**config.mk**
```make
export PLATFORM = sky130hd
export DESIGN_NAME = top_level_mult
export DESIGN_NICKNAME = d
export VERILOG_FILES = /design/src/rtl/top_level_mult.sv
export SDC_FILE = /design/constraint.sdc
export NUM_CORES = 1
export LEC_CHECK = 0
export ABC_CLOCK_PERIOD_IN_PS = 2800
export CORE_AREA = 2 2 39 41
export DETAILED_ROUTE_END_ITERATION = 10
export DIE_AREA = 0 0 41 43
export HOLD_SLACK_MARGIN = 0.15
export PLACE_DENSITY = 0.52
export RECOVER_POWER = 100
export SETUP_SLACK_MARGIN = 0.5
export SKIP_LAST_GASP = 1
export SLEW_MARGIN = 0
export SYNTH_ARGS = -nofsm -noshare
export SYNTH_HDL_FRONTEND = slang
export SYNTH_SLANG_ARGS = --single-unit
```
**constraint.sdc**
```tcl
create_clock -name clk -period 2.8 [get_ports clk]
set_input_delay 0.56 -clock clk [delete_from_list [all_inputs] [get_ports clk]]
set_output_delay 0.56 -clock clk [all_outputs]
set_load 0.02 [all_outputs]
```
**src/rtl/top_level_mult.sv**
```systemverilog
// top_level_mult: multiplies NUM_PAIRS pairs of signed 16-bit operands held in
// a local byte-wide data memory and writes the 32-bit products back, big-endian.
// Optional build macro MULT_SHIFT_ADD_EN selects an iterative 16-cycle
// shift-add multiplier in place of the single-cycle multiply.

// Byte-wide data memory: combinational read, synchronous write, never reset.
module data_mem #(
  parameter int DEPTH = 256,
  parameter int AW    = 8
) (
  input  logic          clk,
  input  logic          we,
  input  logic [AW-1:0] addr,
  input  logic [7:0]    wdata,
  output logic [7:0]    rdata
);
  logic [7:0] core [0:DEPTH-1];

  assign rdata = core[addr];

  // single write port; contents survive reset on purpose
  always_ff @(posedge clk) begin
    if (we) core[addr] <= wdata;
  end
endmodule

module top_level_mult #(
  parameter int NUM_PAIRS = 16,
  parameter int SRC_BASE  = 0,
  parameter int DST_BASE  = 64,
  parameter int MEM_DEPTH = 256
) (
  input  logic clk,
  input  logic reset,
  output logic done
);
  localparam int AW = $clog2(MEM_DEPTH);
  localparam int PW = (NUM_PAIRS > 1) ? $clog2(NUM_PAIRS) : 1;

  typedef enum logic [1:0] {LOAD, MUL, STORE, DONE} state_t;

  state_t               state, nstate;
  logic [PW-1:0]        pair;
  logic [1:0]           bcnt;
  logic signed [15:0]   opa;    // operand(2k), multiplier
  logic signed [15:0]   opb;    // operand(2k+1), multiplicand
  logic signed [31:0]   prod;
  logic signed [31:0]   mcand;

  logic                 we;
  logic [AW-1:0]        addr;
  logic [7:0]           wdata;
  logic [7:0]           rdata;
  logic [AW-1:0]        src_addr;
  logic [AW-1:0]        dst_addr;
  logic                 last_pair;

  // pair k occupies 4 source bytes and 4 destination bytes, so {pair,bcnt} is the offset
  assign src_addr  = AW'(SRC_BASE) + AW'({pair, bcnt});
  assign dst_addr  = AW'(DST_BASE) + AW'({pair, bcnt});
  assign last_pair = (pair == PW'(NUM_PAIRS - 1));
  assign mcand     = 32'(opb);
  // bcnt 0 writes the MSB: bit offset = 8*(3-bcnt) = {~bcnt, 3'b000}
  assign wdata     = prod[{~bcnt, 3'b000} +: 8];

`ifdef MULT_SHIFT_ADD_EN
  logic [3:0]         step;
  logic signed [31:0] pp;

  // partial product for the current multiplier bit; bit 15 carries negative weight
  always_comb begin
    pp = '0;
    if (opa[step]) pp = (step == 4'd15) ? -(mcand <<< step) : (mcand <<< step);
  end
`endif

  data_mem #(.DEPTH(MEM_DEPTH), .AW(AW)) dm1 (
    .clk   (clk),
    .we    (we),
    .addr  (addr),
    .wdata (wdata),
    .rdata (rdata)
  );

  // next-state, memory address and write enable
  always_comb begin
    nstate = state;
    we     = 1'b0;
    addr   = src_addr;
    case (state)
      LOAD:  if (bcnt == 2'd3) nstate = MUL;
      MUL: begin
`ifdef MULT_SHIFT_ADD_EN
        if (step == 4'd15) nstate = STORE;
`else
        nstate = STORE;
`endif
      end
      STORE: begin
        addr = dst_addr;
        we   = 1'b1;
        if (bcnt == 2'd3) nstate = last_pair ? DONE : LOAD;
      end
      DONE:  nstate = DONE;
      default: nstate = LOAD;
    endcase
  end

  // state, counters, operand/product datapath and registered done
  always_ff @(posedge clk or negedge reset) begin
    if (!reset) begin
      state <= LOAD;
      pair  <= '0;
      bcnt  <= '0;
      opa   <= '0;
      opb   <= '0;
      prod  <= '0;
      done  <= 1'b0;
`ifdef MULT_SHIFT_ADD_EN
      step  <= '0;
`endif
    end else begin
      state <= nstate;
      done  <= (nstate == DONE);
      case (state)
        LOAD: begin
          case (bcnt)
            2'd0: opa[15:8] <= rdata;
            2'd1: opa[7:0]  <= rdata;
            2'd2: opb[15:8] <= rdata;
            default: opb[7:0] <= rdata;
          endcase
          bcnt <= bcnt + 2'd1;
`ifdef MULT_SHIFT_ADD_EN
          // accumulator starts clean for every pair
          if (bcnt == 2'd3) begin
            prod <= '0;
            step <= '0;
          end
`endif
        end
        MUL: begin
`ifdef MULT_SHIFT_ADD_EN
          prod <= prod + pp;
          step <= step + 4'd1;
`else
          prod <= mcand * 32'(opa);
`endif
        end
        STORE: begin
          bcnt <= bcnt + 2'd1;
          if (bcnt == 2'd3 && !last_pair) pair <= pair + PW'(1);
        end
        default: ;
      endcase
    end
  end
endmodule

```
==> results of run 1 <==
[final cells by class]
class / count / area [sq um]
fill: 142 / 920
sequential: 9 / 225
multi-input combinational: 21 / 173
clock buffer: 4 / 26.3
timing repair buffer: 2 / 20.0
tap: 16 / 20.0
[sequential cells by signal (all words and copies together), names as in the netlist]
signal  flops
bcnt        2
done        1
pair        4
state       2
[kinds of logic after synthesis]
| kind of cell | synth area share [%] |
|---|---|
| fa+ha+maj | 6.17 |
| mux | 12.0 |
| xor+xnor | 4.32 |
| compound gates | 8.95 |
| flops | 55.6 |
| simple gates | 13.0 |
[layer usage]
layer  routed length [microns]  GRT usage, %
met1                       248          11.8
met2                       349          14.7
met3                        21          3.14
met4                         8          12.0
met5                         0             0
[through the flow]
stage | hold slack (ns) | setup slack [ns] | cells
after global placement | 0.458 | 1.35 | 48
after CTS | 0.525 | 1.04 | 52
final | 0.516 | 0.988 | 52
after detailed placement | 0.471 | 1.34 | 48
after floorplan | 0.264 | 1.41 | 30
after global routing | 0.537 | 0.938 | 52
[worst paths after layout]
path,from,to
min reg2reg,pair[0],pair[0]
min,pair[0],pair[0]
max,done,done
max reg2reg,bcnt[0],pair[1]
max in group asynchronous,reset,pair[3]
min in group asynchronous,reset,done
[cell usage in the layout (no fill, tap or decap), types with 2 or more instances in the layout]
master,instances
nor2b_1,2
clkbuf_4,3
mux2_2,3
dlygate4sd3_1,2
ha_1,2
dfrtp_1,9
[worst reg2reg max path: stages, from the launching register on]
cell and delay, ns:
dfrtp_1 0.41, ha_1 0.25, and3b_1 0.23, and2_0 0.20, mux2_1 0.32
[where the power goes]
| group | leakage, nW | internal, mW | switching, mW |
|---|---|---|---|
| clock network | 0.0150 | 0.0548 | 0.0440 |
| logic | 0.0866 | 0.000957 | 0.00244 |
| registers | 0.111 | 0.130 | 0 |
| total | 0.213 | 0.186 | 0.0464 |
==> summary.md, run 1 <==
| Metric | Value |
|---|---|
| RSZ-0062 raised after global routing | false |
| Leak | approximately 0.21 nW |
| Top_reg_cell synth | dfrtp_1 |
| Pwr dens | roughly 500 mW/mm^2 |
| Commonest cells in the synthesized netlist | 9 x dfrtp_1, 3 x mux2_2, 2 x ha_1, 2 x nor2b_1 |
| Crit. path cell count | 1 |
| Layout Utilization | between 30% and 40% |
| CP max stage delay | between 0.6 and 0.7 ns |
| Largest net degree at the start of global routing | 10 |
| Root Driver | clkbuf_4 |
| Placer Congestion | slightly above 0.7 |
| Via/cell ratio | 4.81 |
| Bufs on Longest Clock Path | 2 |
| Core ar. | 0.00138 sq mm |
| First-pass DRT Iterations | 4 |
| CTS resizes | 0 |
| Max_slew headroom | 72.2% |
| Initial antenna violation count | 0 |
| Synthesis Warnings | 0 |
| Maximum VDD drop | about 0.23 mV |
| Max Cap Viol | 0 |
| Net count after synthesis | 34 |
| Mapped Avg Cell Area | 13.5 sq um |
| Vias in the first global route | around 240 |
| Die height | 43 microns |
| Post-DR wirelength/cell | 12.1 microns |
| Total routed wirelength | 628 microns |
| Row cnt | 14 |
| Most common cell in the synthesized netlist | dfrtp_1 |
| Startpoint types | flop |
| Area delta synth->final | 14.5% |
| DR DRC count | 0 |
| First-pass GRT wire length | 1090 microns |
| HP Class | reg -> reg |
| CTS Sinks | 9 |
| Setup TNS Final | 0 ns |
| Num CTS Buffers | 3 |
| Design Area, Final | 464 sq um |
| Worst path required time | 2.24 ns |
| Worst Path Arrival | 1.25 ns |
| Area leader, netlist | dfrtp_1 |
| Async set or reset register ratio after synthesis | 100% |
| Total grt overflow | 0 |
| Worst r2r path cells | 4 |
| Clock latency on the worst-skew pair | roughly 0.26 ns |
| Top-area cell type share of the netlist area | 55.6% |
| Post-synthesis register bit count | 9 |
| Slowest CP cell | dlygate4sd3_1 |
| H-tree lvl count | 1 |
| DP Wirelength | 443 microns |
| GRT Util Overall | 10.8% |
| Final Critical Period | 1.81 ns |
| Die X | 41 microns |
| Final Hold Viols | 0 |
| Placed cell areas | 445 sq um |
| Worst Path Max Fanout | 1 |
| Setup Viol. Count Final | 0 |
| Number of synthesized flops with an enable pin | 0 |
| Fmax | 552 MHz |
| Largest delay contributor family on the critical path | buffers and inverters |
| Initial DRC Count | 5 |
| R2R Setup Slk | 1.28 ns |
| Nets | 41 |
| CTS tree | built |
| Status | completed |
| CTS Hold Bufs | 0 |
| Bufs and invs on worst path | 1 |
| Overall power | 0.232 mW |
| Register area share after synthesis | a little under three fifths |
| Ant. Diodes | 0 |
| Post-CTS Setup Inserts | 0 |
| Period utilization | 64.7% |
| Crit-path cells | dlygate4sd3_1 |
| Fin. max-slew vios | 0 |
| Crit end category | output port |
| Distinct cell type count after synthesis | 18 |
| Initial Util | 29.3% |
| Antenna Violating Nets Remaining | 0 |
| Setup Skew | 0.00544 ns |
| Worst-Margin Slew | 0.415 ns |
| Worst hold path cell count | 1 |
| Clk slew on worst S/H paths | 0.06 ns |
| Syn Inst Count | 30 |
| IO Port Bufs | 2 |
| Crit path kind | reg -> out |
| Syn Std Cell Area | between 400 and 500 sq um |
| Layout cell share with drive strength beyond 1 | about a fifth |
| Via count | between 200 and 300 |
| Die area | 0.00176 sq mm |
| Largest cells by area after synthesis | dfrtp_1 56%, mux2_2 8.3%, ha_1 6.2%, mux2_4 3.7%, nor2b_1 3.1% |
| IO Pins | 3 |
Power figures use the tool's default switching activity.
==> inputs of run 2 (changes only) <==
Settings changed: ABC_CLOCK_PERIOD_IN_PS 2800 to 1900.
Clock period 2.8 ns to 1.9 ns, I/O delays scaled along.
==> run 2 against run 1 <==
Net effect: combinational power increased by 48%; largest cell class unchanged; critical path depth increased by 3; count of clock-buffer cells in the layout unchanged; sequential share of layout area decreased by 2.1 points; sequential power increased by 48%; clock skew decreased by 0.0039 ns; die area unchanged; core utilization increased by 1.5 points; routed wire length decreased by 0.64%; flip-flop and latch count unchanged; setup slack got worse by 0.54 ns; total power increased by 47%.
==> summary.md, run 2 (synthesis results as in run 1) <==
| Metric | Value |
|---|---|
| Status | completed |
| Most frequent cells in the layout | 9 x dfrtp_1, 4 x clkbuf_4, 3 x mux2_2 |
| Via/cell ratio | 4.65 |
| Core ar. | 0.00138 sq mm |
| Die area | 0.00176 sq mm |
| Post-DR wirelength/cell | 11.3 microns |
| IO Pins | 3 |
| Number of fill cells in the layout | 151 |
| Largest net degree at the start of global routing | 10 |
| CTS Sinks | 9 |
| Bufs on Longest Clock Path | 2 |
| Vias in the first global route | 258 |
| Worst Path Arrival | around 1.6 ns |
| CTS Hold Bufs | 0 |
| Total routed wirelength | around 620 microns |
| Row cnt | 14 |
| Nets | 44 |
| Worst Path Max Fanout | 5 |
| Overall power | 0.341 mW |
| M1 WL | 277 microns |
| Largest register FFs | 4 |
| Max_slew headroom | 72.2% |
| RSZ-0062 raised after global routing | true |
| Layout cell share with drive strength beyond 1 | 25.6% |
| HP Class | in -> async |
| Antenna Violating Nets Remaining | 0 |
| Via count | 256 |
| Final Critical Period | 1.45 ns |
| Initial antenna violation count | 0 |
| Pwr dens | about 700 mW/mm^2 |
| Placed cell areas | roughly 450 sq um |
| Fin. max-slew vios | 0 |
| IO Port Bufs | 2 |
| Crit path kind | reg -> reg |
| Startpoint types | flop |
| DR DRC count | 0 |
| GRT Util Overall | 10.1% |
| Total grt overflow | 0 |
| Die X | 41 microns |
| Worst path required time | 2.04 ns |
| Root Driver | clkbuf_4 |
| Fmax | 687 MHz |
| DP Wirelength | 464 microns |
| Highest Signal Layer | met3 |
| Setup Skew | 0.00152 ns |
| Crit end category | flop |
| Placer Congestion | 0.730 |
| Largest reg by FF count | pair |
| First-pass DRT Iterations | 4 |
| Final Hold Slack | 0.491 ns |
| Die height | 43 microns |
| Maximum VDD drop | 0.333 mV |
| Ant. Diodes | 0 |
| Final Hold Viols | 0 |
| Largest registers | pair x4, bcnt x2, state x2 |
| Max Cap Viol | 0 |
| Leak | 0.230 nW |
| Num CTS Buffers | 3 |
| Area delta synth->final | 19.8% |
| First-pass GRT wire length | 1100 microns |
| Clock latency on the worst-skew pair | 0.25 ns |
| Setup TNS Final | 0 ns |
| CTS tree | built |
| H-tree lvl count | 1 |
| Commonest non-fill, non-tap cell in the layout | dfrtp_1 |
| Worst-Margin Slew | 0.416 ns |
| WL met3 | approximately 29 microns |
| Period utilization | 76.6% |
| Clk slew on worst S/H paths | 0.06 ns |
| Met2 wire len | 317 microns |
| Initial DRC Count | 3 |
| Design Area, Final | 485 sq um |
| Setup Viol. Count Final | 0 |
| Initial Util | 29.3% |
==> run 2: changes by cell type in the layout (fill, tap and decap cells not counted), sizes merged <==
cell / previous run / this run
clkbuf: 4 / 5
dlygate4sd3: 2 / 1
dlygate4sd2: 0 / 1
buf: 0 / 2
==> run 2: repair_timing <==
item / CTS / global route
gates resized for setup: 2 / 1
gates cloned: 0 / 0
hold endpoints to repair: 0 / 0
buffers inserted: 1 / 2
pin swaps: 0 / 3
setup endpoints to repair: 3 / 2
==> run 2: metrics by stage <==
| stage | util, % | worst slack, ns | std cells |
|---|---|---|---|
| 2_1_floorplan | - | 0.511 | 30 |
| 3_3_place_gp | 32.2 | 0.472 | 48 |
| 3_5_place_dp | 32.2 | 0.466 | 48 |
| 4_1_cts | 34.7 | 0.511 | 53 |
| 5_1_grt | 35.1 | 0.364 | 55 |
| 6_report | 35.1 | 0.445 | 55 |
==> run 2: final timing paths <==
| check | start | endpoint | slack [ns] | cells past startpoint |
|---|---|---|---|---|
| worst max-delay path | pair[0] | pair[1] | 0.45 | 4 |
| worst min register to register | bcnt[1] | bcnt[1] | 0.51 | 1 |
| max in group asynchronous | reset | pair[2] | 1.12 | 1 |
| min in group clk | bcnt[1] | bcnt[1] | 0.51 | 1 |
| worst min-delay path | reset | pair[1] | 0.49 | 1 |
| worst max register to register | pair[0] | pair[1] | 0.45 | 4 |
==> run 2: layer usage <==
layer	vias to the layer above	track usage, %
met5	-	0
met4	0	8.00
met3	0	3.14
met2	4	13.1
met1	126	13.2
li1	126	-
==> run 2: area by class of cell <==
class | count | area [sq um] | area share [%]
Multi-Input combinational cell | 21 | 173 | 35.6
Sequential cell | 9 | 225 | 46.4
Tap cell | 16 | 20.0 | 4.12
Timing Repair Buffer | 5 | 41.3 | 8.51
Clock buffer | 4 | 26.3 | 5.41
==> run 2: power by group <==
part	switching, mW	total [mW]	internal (mW)
Combinational	0.00361	0.00502	0.00141
Sequential	0	0.192	0.192
Clock	0.0633	0.144	0.0807
Total	0.0669	0.341	0.274
==> run 2: critical path: stages, from the launching register on <==
cell,delay [ns]
dfrtp_1,0.41
ha_1,0.27
nand3_1,0.14
and2_0,0.19
mux2_1,0.33
